### src/rtl/x_front_to_front_fifo.sv
// UART front-to-front loopback: received bytes are transformed, buffered in a
// p_depth-entry FIFO and retransmitted. Contains the rx/tx UART sub-blocks.

module x_uart_rx #(
  parameter int p_clk_hz = 12000000,
  parameter int p_baud   = 115200
) (
  input  logic       i_clk,
  input  logic       i_rst,
  input  logic       i_rx,
  output logic [7:0] o_data,
  output logic       o_valid
);
  localparam int CPB = p_clk_hz / p_baud;
  localparam int CW  = $clog2(CPB + 1);
  localparam logic [CW-1:0] CNT_END  = CW'(CPB - 1);
  localparam logic [CW-1:0] CNT_HALF = CW'(CPB / 2 - 1);

  typedef enum logic [1:0] {RX_IDLE, RX_START, RX_DATA, RX_STOP} rx_state_t;

  rx_state_t       state;
  logic [CW-1:0]   cnt;
  logic [2:0]      bit_idx;
  logic            rx_s0, rx_s1;
  logic [7:0]      shreg;
  logic            bit_tick, stop_tick;

  assign bit_tick  = (state == RX_DATA) && (cnt == CNT_END);
  assign stop_tick = (state == RX_STOP) && (cnt == CNT_END);

  always_ff @(posedge i_clk or posedge i_rst) begin
    if (i_rst) begin
      state   <= RX_IDLE;
      cnt     <= '0;
      bit_idx <= '0;
      rx_s0   <= 1'b1;
      rx_s1   <= 1'b1;
      o_valid <= 1'b0;
    end else begin
      rx_s0   <= i_rx;
      rx_s1   <= rx_s0;
      o_valid <= 1'b0;
      case (state)
        RX_IDLE: begin
          cnt     <= '0;
          bit_idx <= '0;
          if (!rx_s1) state <= RX_START;
        end
        RX_START: begin
          // Re-check the line at mid start bit to reject glitches.
          if (cnt == CNT_HALF) begin
            cnt   <= '0;
            state <= rx_s1 ? RX_IDLE : RX_DATA;
          end else cnt <= cnt + CW'(1);
        end
        RX_DATA: begin
          if (cnt == CNT_END) begin
            cnt <= '0;
            if (bit_idx == 3'd7) state <= RX_STOP;
            else bit_idx <= bit_idx + 3'd1;
          end else cnt <= cnt + CW'(1);
        end
        RX_STOP: begin
          if (cnt == CNT_END) begin
            state   <= RX_IDLE;
            o_valid <= rx_s1;
          end else cnt <= cnt + CW'(1);
        end
        default: state <= RX_IDLE;
      endcase
    end
  end

  always_ff @(posedge i_clk) begin
    if (bit_tick)  shreg  <= {rx_s1, shreg[7:1]};
    if (stop_tick) o_data <= shreg;
  end
endmodule

module x_uart_tx #(
  parameter int p_clk_hz = 12000000,
  parameter int p_baud   = 115200
) (
  input  logic       i_clk,
  input  logic       i_rst,
  input  logic       i_valid,
  input  logic [7:0] i_data,
  output logic       o_accept,
  output logic       o_tx
);
  localparam int CPB = p_clk_hz / p_baud;
  localparam int CW  = $clog2(CPB + 1);
  localparam logic [CW-1:0] CNT_END = CW'(CPB - 1);

  typedef enum logic [1:0] {TX_IDLE, TX_START, TX_DATA, TX_STOP} tx_state_t;

  tx_state_t     state;
  logic [CW-1:0] cnt;
  logic [2:0]    bit_idx;
  logic [7:0]    shreg;

  assign o_accept = (state == TX_IDLE);

  always_ff @(posedge i_clk or posedge i_rst) begin
    if (i_rst) begin
      state   <= TX_IDLE;
      cnt     <= '0;
      bit_idx <= '0;
      o_tx    <= 1'b1;
    end else begin
      case (state)
        TX_IDLE: begin
          cnt     <= '0;
          bit_idx <= '0;
          o_tx    <= 1'b1;
          if (i_valid) begin
            o_tx  <= 1'b0;
            state <= TX_START;
          end
        end
        TX_START: begin
          if (cnt == CNT_END) begin
            cnt   <= '0;
            o_tx  <= shreg[0];
            state <= TX_DATA;
          end else cnt <= cnt + CW'(1);
        end
        TX_DATA: begin
          if (cnt == CNT_END) begin
            cnt <= '0;
            if (bit_idx == 3'd7) begin
              o_tx  <= 1'b1;
              state <= TX_STOP;
            end else begin
              bit_idx <= bit_idx + 3'd1;
              o_tx    <= shreg[1];
            end
          end else cnt <= cnt + CW'(1);
        end
        TX_STOP: begin
          if (cnt == CNT_END) state <= TX_IDLE;
          else cnt <= cnt + CW'(1);
        end
        default: state <= TX_IDLE;
      endcase
    end
  end

  always_ff @(posedge i_clk) begin
    if (state == TX_IDLE && i_valid) shreg <= i_data;
    else if (state == TX_DATA && cnt == CNT_END) shreg <= {1'b0, shreg[7:1]};
  end
endmodule

module x_front_to_front_fifo #(
  parameter int p_clk_hz  = 12000000,
  parameter int p_baud    = 115200,
  parameter int p_depth   = 8,
  parameter int p_tx_baud = p_baud
) (
  input  logic                      i_clk,
  input  logic                      i_rst_n,
  input  logic                      i_rx,
  output logic                      o_tx,
  input  logic [1:0]                i_mode,
  input  logic                      i_clr_ovf,
  output logic [$clog2(p_depth):0]  o_level,
  output logic                      o_full,
  output logic                      o_overflow
);
  localparam int AW = $clog2(p_depth);
  localparam int LW = AW + 1;

  logic          rst;
  logic          rx_valid;
  logic [7:0]    rx_data;
  logic          tx_valid;
  logic [7:0]    tx_data;
  logic          tx_accept;
  logic          push, pop, drop;
  logic [AW-1:0] wr_ptr, rd_ptr;
  logic [7:0]    mem [p_depth];

  function automatic logic [7:0] xform(input logic [1:0] mode, input logic [7:0] d);
    logic [7:0] r;
    r = d;
    case (mode)
      2'd1:    r = ~d;
      2'd2:    r = d + 8'd1;
      2'd3:    r = (d >= 8'h61 && d <= 8'h7A) ? d - 8'h20 : d;
      default: r = d;
    endcase
    return r;
  endfunction

  assign rst = ~i_rst_n;

  x_uart_rx #(.p_clk_hz(p_clk_hz), .p_baud(p_baud)) u_rx (
    .i_clk  (i_clk),
    .i_rst  (rst),
    .i_rx   (i_rx),
    .o_data (rx_data),
    .o_valid(rx_valid)
  );

  x_uart_tx #(.p_clk_hz(p_clk_hz), .p_baud(p_tx_baud)) u_tx (
    .i_clk   (i_clk),
    .i_rst   (rst),
    .i_valid (tx_valid),
    .i_data  (tx_data),
    .o_accept(tx_accept),
    .o_tx    (o_tx)
  );

  // A pop frees a slot in the same cycle, so a full FIFO can still accept.
  assign o_full   = (o_level == LW'(p_depth));
  assign tx_valid = (o_level != '0);
  assign tx_data  = mem[rd_ptr];
  assign pop      = tx_valid & tx_accept;
  assign push     = rx_valid & (~o_full | pop);
  assign drop     = rx_valid & o_full & ~pop;

  always_ff @(posedge i_clk) begin
    if (push) mem[wr_ptr] <= xform(i_mode, rx_data);
  end

  always_ff @(posedge i_clk or negedge i_rst_n) begin
    if (!i_rst_n) begin
      wr_ptr     <= '0;
      rd_ptr     <= '0;
      o_level    <= '0;
      o_overflow <= 1'b0;
    end else begin
      if (push) wr_ptr <= wr_ptr + AW'(1);
      if (pop)  rd_ptr <= rd_ptr + AW'(1);
      case ({push, pop})
        2'b10:   o_level <= o_level + LW'(1);
        2'b01:   o_level <= o_level - LW'(1);
        default: o_level <= o_level;
      endcase
      if (drop)           o_overflow <= 1'b1;
      else if (i_clr_ovf) o_overflow <= 1'b0;
    end
  end
endmodule

### config.mk
export PLATFORM = sky130hd
export DESIGN_NAME = x_front_to_front_fifo
export DESIGN_NICKNAME = d
export VERILOG_FILES = /design/src/rtl/x_front_to_front_fifo.sv
export SDC_FILE = /design/constraint.sdc
export NUM_CORES = 1
export LEC_CHECK = 0
export CAP_MARGIN = 5
export CORE_UTILIZATION = 66
export CTS_CLUSTER_SIZE = 40
export DETAILED_ROUTE_END_ITERATION = 12
export GPL_TIMING_DRIVEN = 0
export PLACE_DENSITY = 0.82
export SLEW_MARGIN = 20
export SYNTH_ARGS = -nofsm -noshare
export SYNTH_HDL_FRONTEND = slang
export SYNTH_SLANG_ARGS = --single-unit
export TNS_END_PERCENT = 20
### constraint.sdc
create_clock -name i_clk -period 3.3 [get_ports i_clk]
set_clock_uncertainty 0.05 [all_clocks]
set_input_delay 0.66 -clock i_clk [delete_from_list [all_inputs] [get_ports i_clk]]
set_output_delay 0.66 -clock i_clk [all_outputs]
set_load 0.005 [all_outputs]
# After elaboration in Yosys (flattened, before gate mapping)
# Memories as Yosys holds them, arrays and structs flattened.
# Index checks and enable logic that the tools add are counted.
[totals]
register_bits = 63
mem_bits_rw = 64
input_bits = 6
out_inout_bits = 7
word_cells = 132
n_memories = 1
[classes]
n_addsub = 10
order_cmp = 2
eq_ne = 31
muxes = 43
bitwise_logic = 8
n_reduce_logical = 20
[memory_table]
columns = ["name", "depth", "word_bits", "read_ports", "rd_ports_with_merged_regs", "wr", "line", "rtl"]
rows = [
  ["mem", 8, 8, 1, 0, 1, "182", "logic [7:0] mem [p_depth];"],
]
[ops]
columns = ["op", "n"]
rows = [
  ["7-bit two-way mux", 5],
  ["8-bit two-way mux", 4],
  ["7-bit one-hot mux with 4 select lines", 1],
  ["8-bit one-hot mux with 3 select lines", 1],
  ["2-bit two-way mux", 11],
  ["7-bit one-hot mux with 3 select lines", 1],
  ["2-bit inequality test, second input constant", 9],
  ["2-bit one-hot mux with 4 select lines", 2],
  ["7-bit by 1-bit adder with 7-bit output, second input constant", 2],
  ["2-bit == test, second input constant", 7],
  ["7-bit == test, second input constant", 2],
  ["3-bit by 1-bit adder with 3-bit output, second input constant", 4],
  ["3-bit two-way mux", 4],
  ["3-bit one-hot mux with 2 select lines", 2],
  ["1-bit two-way mux", 10],
  ["2-bit by 1-bit inequality test with 1-bit output, second input constant", 5],
  ["5-bit AND reduction", 2],
  ["2-bit nonzero test", 5],
  ["3-bit AND reduction", 3],
  ["8-bit by 1-bit adder with 8-bit output, second input constant", 1],
  ["2-bit by 1-bit == test with 1-bit output, second input constant", 4],
  ["8-bit by 7-bit >= comparator with 1-bit output, second input constant", 1],
  ["8-bit by 7-bit less-or-equal comparator with 1-bit output, second input constant", 1],
  ["8-bit NOT", 1],
  ["16 further kinds", 26],
]

# Logic depth before layout (Yosys ltp)
[logic_depth]
depth_word = 6
depth_mapped = 10
mapped_depth_nobuf = 10

# Hierarchy
# Synthesis repeated with hierarchy kept, for this count alone.
[unflattened]
cells_unflattened = 428
area_unflattened_um2 = 6040.8
[modules_own_cells]
columns = ["module", "instances", "cells_each", "area_each_um2", "seq_area_each_um2"]
rows = [
  ["x_front_to_front_fifo", 1, 222, 3524.6, 2197.1],
  ["x_uart_rx", 1, 102, 1327.5, 858.3],
  ["x_uart_tx", 1, 104, 1188.6, 566.8],
]

# Least setup slack after synthesis
# OpenSTA, ideal clock, no wires.
[synth_timing]
kind = "register to register"
start = "register u_tx.state[0]"
end = "memory mem[0][0], enable pin"
setup_ps = 383
arrival_time_ps = 1723
t_required_ps = 2867
slack_ps = 1144
stages_incl_launch_ff = 7
n_path_buf = 0
synth_period_minus_slack_ps = 2156
path_cell_list = "dfrtp_1 -> inv_1 -> ha_1 -> nand2b_1 -> o21a_1 -> nand2b_1 -> nor3_1"
[synth_via]
elab_chain_cells = 6
[synth_lines]
columns = ["element", "line", "rtl"]
rows = [
  ["start, declared", "97", "tx_state_t state;"],
  ["start signal, assigned", "106", "state <= TX_IDLE;"],
  ["start signal, assigned", "118", "state <= TX_START;"],
  ["start signal, assigned", "125", "state <= TX_DATA;"],
  ["2-bit zero test", "102", "assign o_accept = (state == TX_IDLE);"],
  ["1-bit bitwise AND", "219", "assign pop = tx_valid & tx_accept;"],
  ["1-bit OR", "220", "assign push = rx_valid & (~o_full | pop);"],
  ["1-bit bitwise AND", "220", ""],
  ["1-bit two-way mux", "224", "if (push) mem[wr_ptr] <= xform(i_mode, rx_data);"],
  ["1-bit two-way mux (implied by the code)", "224", ""],
  ["end, declared", "182", ""],
]
# Every way passes these cells.

# Final worst setup path
[layout_timing]
start = "register o_level[1]"
end = "output o_full"
[layout_via]
elab_chain_cells = 1
[layout_lines]
columns = ["element", "line", "rtl"]
rows = [
  ["start, declared", "167", "output logic [$clog2(p_depth):0] o_level,"],
  ["start signal, assigned", "237", "2'b10: o_level <= o_level + LW'(1);"],
  ["start signal, assigned", "238", "2'b01: o_level <= o_level - LW'(1);"],
  ["start signal, assigned", "239", "default: o_level <= o_level;"],
  ["4-bit == test", "216", "assign o_full = (o_level == LW'(p_depth));"],
  ["end, declared", "168", "output logic o_full,"],
]
# Every way passes these cells.

==> results.md <==
* Antenna violations before repair at 0
* Post-synth EDFFs at 88
* Yosys top cell area share at 0.453
* Mapped Nets at 453
* Hold Crit Class: reg -> reg
* Num rows at 33
* Status: finished, final reports clean
* Vias/cell at 6.48
* Port Buf Inserts at 11
* First-pass GRT wire length at 18.6 mm
* Syn. warnings at 0
* Final Cell Area at 6680 µm²
* Setup violations, final at 0
* Fmax at 356 MHz
* Antenna diode count at 0
* Max_slew headroom at 0.406
* Hold Crit Start: u_rx.rx_s0
* Setup CP Type: reg -> out
* Largest net degree at the start of global routing at 28
* Setup crit end kind: output pin
* # H-tree levels at 4
* Worst skew pair latency at roughly 0.52 ns
* Drc violations at 0
* CTS tree: done
* Num ports at 13
* Power Dens Cells at 534 nW/µm²
* Cell with the most instances after synthesis: edfxtp_1
* Max cap viols at 0
* Synthesized area at ~6000 µm²
* CP arrival at roughly 2.1 ns
* Clock sink count at 127
* Chip Width at 96.0 µm
* Post-CTS setup buffer count at 0
* Top_reg_cell synth: edfxtp_1
* WP data required at 2.59 ns
* Final Non-Filler Cells at 573
* Post-Place Cells at 541
* Vert. Die Dim at around 96 µm
* Asr flop ratio synth at 0.307
* Post-route antenna net violation count at 0
* Final #Nets at 485
* Dpl ws at 0.642 ns
* Final setup margin at 0.492 ns
* Fraction of the cycle the final worst path needs at 0.851
* Syn Area/Cell at ~14 µm²
* Die area at 9220 µm²
* RSZ-0062 raised after global routing: no
* Area grow syn2layout at 14.5%
* CP max FO at 9
* Final hold violations at 0
* Wire per inst at roughly 21 µm
* Post-synth cell types at 54
* Max-slew violation count at 0
* Initial DRC Count at 335
* R2r startpoint: u_tx.state[1]
* Top area cells in the synthesized netlist: edfxtp_1 45%, dfrtp_1 15%, mux4_2 6.2%
* Cell taking the most area after synthesis: edfxtp_1
* TritonCTS Buffers at 17
* Critical path launch point: o_level[1]
* #FFs+latches synth at 127
* Setup TNS at 0 ns
* Longest Clk Path Bufs at 2
* Routability Congestion at roughly 0.87
* Minimum clock period at 2.81 ns
* Worst-path clk slew at 0.06 ns
* Pre-antenna DRT Iters at 5
* Leak pwr at approximately 2.4 nW
* Grt total ovfl at 0
* CP Launch Type: register
* DP Area at 6100 µm²
* Util after Layout at 0.797
* GRT Total Usage at 0.281
* Peak supply drop at 428 µV
* Final wirelength at 11.8 mm
* Clock root cell: clkbuf_8
* Vias at 3,712
* Cells after Synth at roughly 420
* Worst-Margin Slew at about 0.9 ns
* Most frequent cells after synthesis: 88 x edfxtp_1, 36 x dfrtp_1, 34 x nor2_1
* Vias in the first global route at around 3,800
* Initial Utilization at 0.696
* Core Area at 8380 µm²
* Dpl hpwl at 7.08 mm
* Fraction of layout cells with a size suffix above 1 at 0.147
* Part of the Yosys area used for sequential elements at 0.621
## critical path: stages (launching register included)
cell             delay [ns]
dfrtp_1                0.48
or3_1                  0.48
nor2_1                 0.11
clkdlybuf4s50_1        0.50
## per-layer routing
metal	part of all wire	track usage
met1	0.40	0.344
met2	0.52	0.484
met3	0.055	0.0687
met4	0.020	0.108
met5	0	0
## timing repair
item                                   in CTS  in global routing
endpoints found under the hold margin      10                  0
hold buffers                                1                  0
gates resized for setup                     0                  0
setup endpoints to repair                   0                  0
## final timing paths
kind                          endpoint  slack (ns)  cells past startpoint
setup / recovery                o_full        0.49                      3
hold / removal              u_rx.rx_s1        0.31                      0
setup reg to reg            o_level[2]        0.67                     10
hold reg to reg             u_rx.rx_s1        0.31                      0
max in group asynchronous    u_tx.o_tx        2.11                      3
min in group asynchronous  u_rx.cnt[4]        0.54                      2
## state kept, by name, summed over array words and instances, names as in the netlist, 4 cells and up, named ones only
signal,cells
mem,64
u_rx.o_data,8
u_tx.shreg,8
u_tx.cnt,7
o_level,4
u_rx.shreg,8
u_rx.cnt,7
## area by class of cell
type / instances / area, µm²
flip-flops and latches: 127 / 3620
well taps: 105 / 131
multi-input cells: 264 / 2080
fillers: 440 / 1700
clock buffers: 17 / 414
repair buffers: 13 / 135
plain buffers: 13 / 63.8
clock inverters: 14 / 158
inverters: 20 / 75.1
## power by group
group | internal (mW) | switching [mW]
registers | 1.71 | 0.00105
logic | 0.0138 | 0.0317
clock network | 1.08 | 0.730
## kinds of logic (layout without fill, tap and decap cells)
| group | count (synthesis) | count (layout) | share of synthesized area |
|---|---|---|---|
| buffers and inverters | 33 | 77 | 0.0238 |
| DFF | 127 | 127 | 0.621 |
| AOI/OAI and AO/OA | 67 | 67 | 0.0764 |
| xor gates and xnor gates | 20 | 20 | 0.0300 |
| and+or+nand+nor | 121 | 121 | 0.107 |
| adders and majority gates | 23 | 23 | 0.0506 |
| muxes | 33 | 33 | 0.0916 |
## layout by cell type (no fill, tap or decap), drive strengths merged, types with 4 or more instances in the layout
cell type and n:
edfxtp 88, dfrtp 36, nor2 34, nand2 31, inv 25, clkbuf 24
ha 22, o21ai 18, mux4 16, nand3 15, mux2i 14, xnor2 12
a21oi 11, clkdlybuf4s50 10, xor2 8, buf 8, nor3 7, a31oi 6
nand2b 6, nor2b 5, a22oi 4, and2 4, o22ai 4, clkinv 4
nor4 4
## metrics by stage
stage | hold slack [ns] | power [mW]
final | 0.309 | 3.57
after floorplan | 0.295 | 1.76
after global placement | 0.296 | 1.78
after global routing | 0.317 | 3.64
after CTS | 0.311 | 3.56
after detailed placement | 0.298 | 1.78
Power figures use the tool's default switching activity.
